--- src/rtl/mem_access_stage_pkg.sv ---
// Shared definitions for the MEM pipeline stage.
// Holds the load/store opcode encodings (inst[31:26]), the FSM state
// encoding and the big-endian byte-lane select patterns.
package mem_access_stage_pkg;

  localparam logic [5:0] OpLb  = 6'b100000;
  localparam logic [5:0] OpLh  = 6'b100001;
  localparam logic [5:0] OpLw  = 6'b100011;
  localparam logic [5:0] OpLbu = 6'b100100;
  localparam logic [5:0] OpLhu = 6'b100101;
  localparam logic [5:0] OpSb  = 6'b101000;
  localparam logic [5:0] OpSh  = 6'b101001;
  localparam logic [5:0] OpSw  = 6'b101011;

  typedef enum logic [1:0] {
    StIdle = 2'd0,
    StWait = 2'd1,
    StDone = 2'd2
  } mem_state_e;

  // Big-endian: byte address 0 lives in bits [31:24].
  localparam logic [3:0] SelByte0  = 4'b1000;
  localparam logic [3:0] SelByte1  = 4'b0100;
  localparam logic [3:0] SelByte2  = 4'b0010;
  localparam logic [3:0] SelByte3  = 4'b0001;
  localparam logic [3:0] SelHalfHi = 4'b1100;
  localparam logic [3:0] SelHalfLo = 4'b0011;
  localparam logic [3:0] SelWord   = 4'b1111;

  function automatic logic is_load_op(input logic [5:0] op);
    return (op == OpLb) || (op == OpLh) || (op == OpLw) || (op == OpLbu) || (op == OpLhu);
  endfunction

  function automatic logic is_store_op(input logic [5:0] op);
    return (op == OpSb) || (op == OpSh) || (op == OpSw);
  endfunction

endpackage

--- src/rtl/mem_lane_align.sv ---
// Combinational byte-lane steering for the MEM stage.
// Ports:
//   op_i          opcode inst[31:26]
//   addr_lo_i     effective address bits [1:0]
//   store_data_i  raw store data (reg2)
//   rdata_i       raw bus read data
//   sel_o         byte-lane select
//   wdata_o       store data replicated across all lanes
//   rdata_ext_o   selected lane, sign- or zero-extended
//   misaligned_o  half with addr[0]=1 or word with addr[1:0]!=0
module mem_lane_align
  import mem_access_stage_pkg::*;
(
  input  logic [5:0]  op_i,
  input  logic [1:0]  addr_lo_i,
  input  logic [31:0] store_data_i,
  input  logic [31:0] rdata_i,
  output logic [3:0]  sel_o,
  output logic [31:0] wdata_o,
  output logic [31:0] rdata_ext_o,
  output logic        misaligned_o
);

  logic [7:0]  byte_lane;
  logic [15:0] half_lane;
  logic [3:0]  byte_sel;

  always_comb begin
    unique case (addr_lo_i)
      2'b00: begin byte_lane = rdata_i[31:24]; byte_sel = SelByte0; end
      2'b01: begin byte_lane = rdata_i[23:16]; byte_sel = SelByte1; end
      2'b10: begin byte_lane = rdata_i[15:8];  byte_sel = SelByte2; end
      default: begin byte_lane = rdata_i[7:0]; byte_sel = SelByte3; end
    endcase
    half_lane = addr_lo_i[1] ? rdata_i[15:0] : rdata_i[31:16];
  end

  always_comb begin
    sel_o        = 4'b0000;
    wdata_o      = store_data_i;
    rdata_ext_o  = rdata_i;
    misaligned_o = 1'b0;
    case (op_i)
      OpLb, OpLbu, OpSb: begin
        sel_o       = byte_sel;
        wdata_o     = {4{store_data_i[7:0]}};
        rdata_ext_o = (op_i == OpLb) ? {{24{byte_lane[7]}}, byte_lane} : {24'b0, byte_lane};
      end
      OpLh, OpLhu, OpSh: begin
        sel_o        = addr_lo_i[1] ? SelHalfLo : SelHalfHi;
        wdata_o      = {2{store_data_i[15:0]}};
        rdata_ext_o  = (op_i == OpLh) ? {{16{half_lane[15]}}, half_lane} : {16'b0, half_lane};
        misaligned_o = addr_lo_i[0];
      end
      OpLw, OpSw: begin
        sel_o        = SelWord;
        misaligned_o = (addr_lo_i != 2'b00);
      end
      default: ;
    endcase
  end

endmodule

--- src/rtl/mem_access_stage.sv ---
// MEM pipeline stage. Loads/stores run a req/ack handshake on the data bus
// while the pipeline is stalled; everything else passes straight through.
// Ports:
//   clk, rst                         clock, synchronous active-high reset
//   aluop_i, mem_addr_i, reg2_i      opcode, effective address, store data
//   wd_i, wreg_i, wdata_i            register writeback in
//   whilo_i, hi_i, lo_i              HI/LO writeback in
//   cp0_reg_*_i                      CP0 writeback in
//   bus_rdata_i, bus_ack_i           data bus response
//   bus_req_o, bus_we_o, bus_addr_o,
//   bus_sel_o, bus_wdata_o           data bus request (registered)
//   stall_req_o                      stall request to pipeline control
//   wd_o, wreg_o, wdata_o            register writeback out
//   whilo_o, hi_o, lo_o              HI/LO writeback out
//   cp0_reg_*_o                      CP0 writeback out
//   excp_adel_o, excp_ades_o         misaligned load / store
//   bus_err_o                        one-cycle timeout pulse
module mem_access_stage
  import mem_access_stage_pkg::*;
#(
  parameter int unsigned TIMEOUT_CYCLES = 255
) (
  input  logic        clk,
  input  logic        rst,
  input  logic [5:0]  aluop_i,
  input  logic [31:0] mem_addr_i,
  input  logic [31:0] reg2_i,
  input  logic [4:0]  wd_i,
  input  logic        wreg_i,
  input  logic [31:0] wdata_i,
  input  logic        whilo_i,
  input  logic [31:0] hi_i,
  input  logic [31:0] lo_i,
  input  logic        cp0_reg_we_i,
  input  logic [4:0]  cp0_reg_write_addr_i,
  input  logic [31:0] cp0_reg_data_i,
  input  logic [31:0] bus_rdata_i,
  input  logic        bus_ack_i,
  output logic        bus_req_o,
  output logic        bus_we_o,
  output logic [31:0] bus_addr_o,
  output logic [3:0]  bus_sel_o,
  output logic [31:0] bus_wdata_o,
  output logic        stall_req_o,
  output logic [4:0]  wd_o,
  output logic        wreg_o,
  output logic [31:0] wdata_o,
  output logic        whilo_o,
  output logic [31:0] hi_o,
  output logic [31:0] lo_o,
  output logic        cp0_reg_we_o,
  output logic [4:0]  cp0_reg_write_addr_o,
  output logic [31:0] cp0_reg_data_o,
  output logic        excp_adel_o,
  output logic        excp_ades_o,
  output logic        bus_err_o
);

  localparam logic [15:0] TimeoutLast = 16'(TIMEOUT_CYCLES - 1);

  logic [3:0]  lane_sel;
  logic [31:0] lane_wdata;
  logic [31:0] lane_rdata;
  logic        misaligned;
  logic        is_load;
  logic        is_store;
  logic        is_mem;

  mem_state_e  state_q;
  logic [15:0] cnt_q;
  logic [31:0] result_q;
  logic        err_flag_q;
  logic        bus_err_q;
  logic        bus_req_q;
  logic        bus_we_q;
  logic [31:0] bus_addr_q;
  logic [3:0]  bus_sel_q;
  logic [31:0] bus_wdata_q;

  mem_lane_align u_lane_align (
    .op_i         (aluop_i),
    .addr_lo_i    (mem_addr_i[1:0]),
    .store_data_i (reg2_i),
    .rdata_i      (bus_rdata_i),
    .sel_o        (lane_sel),
    .wdata_o      (lane_wdata),
    .rdata_ext_o  (lane_rdata),
    .misaligned_o (misaligned)
  );

  assign is_load  = is_load_op(aluop_i);
  assign is_store = is_store_op(aluop_i);
  assign is_mem   = is_load | is_store;

  always_ff @(posedge clk) begin
    if (rst) begin
      state_q     <= StIdle;
      cnt_q       <= '0;
      result_q    <= '0;
      err_flag_q  <= 1'b0;
      bus_err_q   <= 1'b0;
      bus_req_q   <= 1'b0;
      bus_we_q    <= 1'b0;
      bus_addr_q  <= '0;
      bus_sel_q   <= '0;
      bus_wdata_q <= '0;
    end else begin
      bus_err_q <= 1'b0;
      unique case (state_q)
        StIdle: begin
          if (is_mem && !misaligned) begin
            bus_req_q   <= 1'b1;
            bus_we_q    <= is_store;
            bus_addr_q  <= {mem_addr_i[31:2], 2'b00};
            bus_sel_q   <= lane_sel;
            bus_wdata_q <= lane_wdata;
            cnt_q       <= '0;
            err_flag_q  <= 1'b0;
            state_q     <= StWait;
          end
        end
        StWait: begin
          if (bus_ack_i) begin
            bus_req_q <= 1'b0;
            bus_we_q  <= 1'b0;
            // Inputs are frozen by the stall, so the live opcode still applies.
            result_q  <= is_load ? lane_rdata : wdata_i;
            state_q   <= StDone;
          end else if (cnt_q == TimeoutLast) begin
            bus_req_q  <= 1'b0;
            bus_we_q   <= 1'b0;
            bus_err_q  <= 1'b1;
            err_flag_q <= 1'b1;
            state_q    <= StDone;
          end else begin
            cnt_q <= cnt_q + 16'd1;
          end
        end
        StDone: state_q <= StIdle;
        default: state_q <= StIdle;
      endcase
    end
  end

  always_comb begin
    stall_req_o          = 1'b0;
    wd_o                 = wd_i;
    wreg_o               = wreg_i;
    wdata_o              = wdata_i;
    whilo_o              = whilo_i;
    hi_o                 = hi_i;
    lo_o                 = lo_i;
    cp0_reg_we_o         = cp0_reg_we_i;
    cp0_reg_write_addr_o = cp0_reg_write_addr_i;
    cp0_reg_data_o       = cp0_reg_data_i;
    excp_adel_o          = 1'b0;
    excp_ades_o          = 1'b0;
    bus_req_o            = bus_req_q;
    bus_we_o             = bus_we_q;
    bus_addr_o           = bus_addr_q;
    bus_sel_o            = bus_sel_q;
    bus_wdata_o          = bus_wdata_q;
    bus_err_o            = bus_err_q;

    unique case (state_q)
      StIdle: begin
        if (is_mem) begin
          // Writeback is suppressed until the access result is available.
          wreg_o = 1'b0;
          if (misaligned) begin
            excp_adel_o = is_load;
            excp_ades_o = is_store;
          end else begin
            stall_req_o = 1'b1;
          end
        end
      end
      StWait: begin
        stall_req_o = 1'b1;
        wreg_o      = 1'b0;
      end
      StDone: begin
        wdata_o = result_q;
        wreg_o  = wreg_i & ~err_flag_q;
      end
      default: ;
    endcase

    if (rst) begin
      stall_req_o          = 1'b0;
      wd_o                 = '0;
      wreg_o               = 1'b0;
      wdata_o              = '0;
      whilo_o              = 1'b0;
      hi_o                 = '0;
      lo_o                 = '0;
      cp0_reg_we_o         = 1'b0;
      cp0_reg_write_addr_o = '0;
      cp0_reg_data_o       = '0;
      excp_adel_o          = 1'b0;
      excp_ades_o          = 1'b0;
      bus_req_o            = 1'b0;
      bus_we_o             = 1'b0;
      bus_addr_o           = '0;
      bus_sel_o            = '0;
      bus_wdata_o          = '0;
      bus_err_o            = 1'b0;
    end
  end

endmodule

--- config.mk ---
export PLATFORM = sky130hd
export DESIGN_NAME = mem_access_stage
export DESIGN_NICKNAME = d
export VERILOG_FILES = /design/src/rtl/mem_access_stage_pkg.sv /design/src/rtl/mem_lane_align.sv /design/src/rtl/mem_access_stage.sv
export SDC_FILE = /design/constraint.sdc
export NUM_CORES = 1
export LEC_CHECK = 0
export CORE_AREA = 2 2 180 182
export CTS_CLUSTER_SIZE = 28
export DETAILED_ROUTE_END_ITERATION = 10
export DIE_AREA = 0 0 182 184
export HOLD_SLACK_MARGIN = 0.03
export PLACE_DENSITY = 0.63
export SYNTH_ARGS = -nofsm -noshare
export SYNTH_HDL_FRONTEND = slang
export SYNTH_SLANG_ARGS = --single-unit
--- constraint.sdc ---
create_clock -name clk -period 2.8 [get_ports clk]
set_input_delay 0.7 -clock clk [delete_from_list [all_inputs] [get_ports clk]]
set_output_delay 0.7 -clock clk [all_outputs]
set_load 0.03 [all_outputs]
==> out/qor.txt <==
Status: finished with violations
Sequential element share of the synthesized area: 32.6%
Slew Viols, Final: 0
Starting density of the core: 23.5%
Most common cell in the synthesized netlist: nor2b_1
List of most frequent post-synthesis cells: 181 x nor2b_1, 120 x dfxtp_1, 84 x nand2_1
Vias: 8933
# Max-Cap Violations: 0
Crit path DAT: 3.14 ns
Area grow syn2layout: 85.0%
Synth Warn #: 0
Longest Clk Path Bufs: 2
Fill cell count: 3058
CP max FO: 4
Largest net degree at the start of global routing: 52
Global Route Usage Sum: 20.9%
CP Launch Type: primary input
Synth Flop Type: dfxtp_1
Static Leak: 5.24 nW
Critical path type: primary input to register
Fraction of layout cells with a size suffix above 1: 18.2%
Period minus WS final: 2.82 ns
Power per Cell Area: 412 nW/µm²
Port Buffers: 458
H-tree levels: 4
Num rows: 65
Antenna violations before repair: 11
Crit share post-route: 101%
Core Area: 31400 µm²
Area leader, netlist: dfxtp_1
Failing checks: setup timing
RSZ-0062 raised after global routing: true
Drt wl/cell: 20.3 µm
Ports: 461
Mapped Area: 7370 µm²
TritonCTS clock tree: yes
Fmax: 0.355 GHz
Ranking of synthesized cells by area: dfxtp_1 33%, nor2b_1 15%, nand2_1 4.3%
Final WS setup: -0.0201 ns
Avg Cell Area, Syn: 8.09 µm²
Final setup viols: 2
Critical Path RT: 3.12 ns
Syn Inst Count: 911
Placed Area: 12900 µm²
Yosys reg bits: 120
CTS Buf Count: 17
Post-synthesis cell type count: 79
Root buf cell: clkbuf_16
Die W: 182 µm
GRT overflow: 0
Later-pin clock latency in the skew report: 0.42 ns
Multi-input gate area: 4640 µm²
First-pass GRT wire length: 53.5 mm
Fin nets: 1638
Post-synth top area share: 32.6%
Clk_skew: 0.0136 ns
Die Area: 33500 µm²
Final HPWL DP: 28.7 mm
Drt drc: 0
RD Place Congestion: 0.866
Worst-Margin Slew: 0.704 ns
Antenna Violating Nets Remaining: 0
Post-DR vias/cell: 4.94
Setup crit end kind: register
Headroom to the max-slew limit: 51.8%
Die Ht: 184 µm
CTS Sinks: 120
Clk slew on worst S/H paths: 0.06 ns
Setup TNS: -0.0226 ns
DRT Pass-1 Iters: 6
Post-synth EDFFs: 0
Min-Delay Path Class: register to register
Final hold viol count: 0
Async SR Flop Fraction: 0%
Finished Cell Area: 13600 µm²
DR iter-0 viols: 533
FF+latch area: 2400 µm²
Routed WL: 36.7 mm
Vias in the first global route: 8795
Maximum vdd drop: 328 µV
## sequential cells by signal, summed over array words and instances (netlist names)
name         flops
result_q        32
bus_addr_q      30
state_q          2
bus_err_q        1
err_flag_q       1
cnt_q           16
bus_req_q        1
bus_wdata_q     32
bus_sel_q        4
bus_we_q         1
## worst max-delay path: stages
cell and delay [ns]:
buf_6 0.10, nand4b_1 0.18, buf_4 0.16, buf_4 0.12
buf_4 0.12, buf_4 0.12, buf_4 0.12, buf_4 0.12
buf_4 0.12, buf_4 0.12, buf_4 0.12, buf_4 0.12
buf_4 0.12, o22ai_2 0.30, nor3_4 0.12, buf_4 0.16
a211oi_1 0.21
## worst paths after layout
check | depth (start not counted) | slack, ns | start | to
hold / removal | 2 | 0.46 | result_q[4]$_SDFFE_PP0P_ | result_q[4]$_SDFFE_PP0P_
setup reg to reg | 6 | 0.74 | state_q[1]$_SDFFE_PP0P_ | cnt_q[14]$_SDFFE_PP0P_
hold reg to reg | 2 | 0.46 | result_q[4]$_SDFFE_PP0P_ | result_q[4]$_SDFFE_PP0P_
setup / recovery | 17 | -0.02 | aluop_i[4] | bus_sel_q[1]$_SDFFE_PP0P_
## placed cells by master, fill, tap and decap left out, types with 17 or more instances in the layout
master and n:
o22a_1 18, clkbuf_16 17, a21oi_1 53, clkdlybuf4s50_1 356, nand2_1 83, buf_12 37
dfxtp_1 120, nor3_1 44, mux2i_1 31, a22o_1 22, nor2b_1 179, o21ai_0 33
buf_4 141, a211oi_1 27, a2bb2oi_1 25
## metal layers
metal | share of wire, % | routed length [µm] | vias up | track usage, %
met1 | 43 | 15900 | 4210 | 27.8
met2 | 45 | 16600 | 378 | 31.8
met3 | 9.5 | 3480 | 49 | 7.84
li1 | - | - | 4280 | -
met5 | 0.26 | 97 | - | 0
met4 | 1.6 | 588 | 16 | 4.94
## timing repair
| item | 4_1_cts | 5_1_grt |
|---|---|---|
| buffers inserted | 12 | 0 |
| gates resized for setup | 40 | 5 |
| pin swaps | 6 | 6 |
| hold buffers | 0 | 0 |
| endpoints found under the setup margin | 4 | 46 |
## cells by family after synthesis
group / count (synthesis) / synth area share, %
and+or+nand+nor: 392 / 30.5
AOI/OAI and AO/OA: 264 / 26.1
DFF: 120 / 32.6
buffers and inverters: 98 / 5.72
muxes: 33 / 4.67
adders and majority gates: 2 / 0.339
other: 1 / 0.0509
xor gates and xnor gates: 1 / 0.119
## report_power, final
group | switching [W] | internal (W)
registers | 0.0000274 | 0.00178
logic | 0.000809 | 0.000797
clock network | 0.00102 | 0.00119
total | 0.00186 | 0.00376
## through the flow
stage | power, W | worst slack [ns] | cells | hold slack (ns) | util (%)
floorplan | 0.00254 | -0.0647 | 912 | 0.427 | -
global placement | 0.00342 | -0.391 | 1761 | 0.436 | 41.2
detailed placement | 0.00343 | -0.438 | 1761 | 0.443 | 41.2
CTS | 0.00566 | -0.191 | 1805 | 0.456 | 43.3
global route | 0.00583 | -0.0921 | 1806 | 0.485 | 43.4
finish | 0.00562 | -0.0201 | 1807 | 0.456 | 43.4
## cell type report
class / instances / area share [%]
multi-input cells: 694 / 34.0
repair buffers: 544 / 40.0
flip-flops and latches: 120 / 17.6
clock inverters: 15 / 1.12
inverters: 13 / 0.358
diodes: 2 / 0.0367
clock buffers: 17 / 3.12
well taps: 402 / 3.69
(Power assumes the default switching activity.)
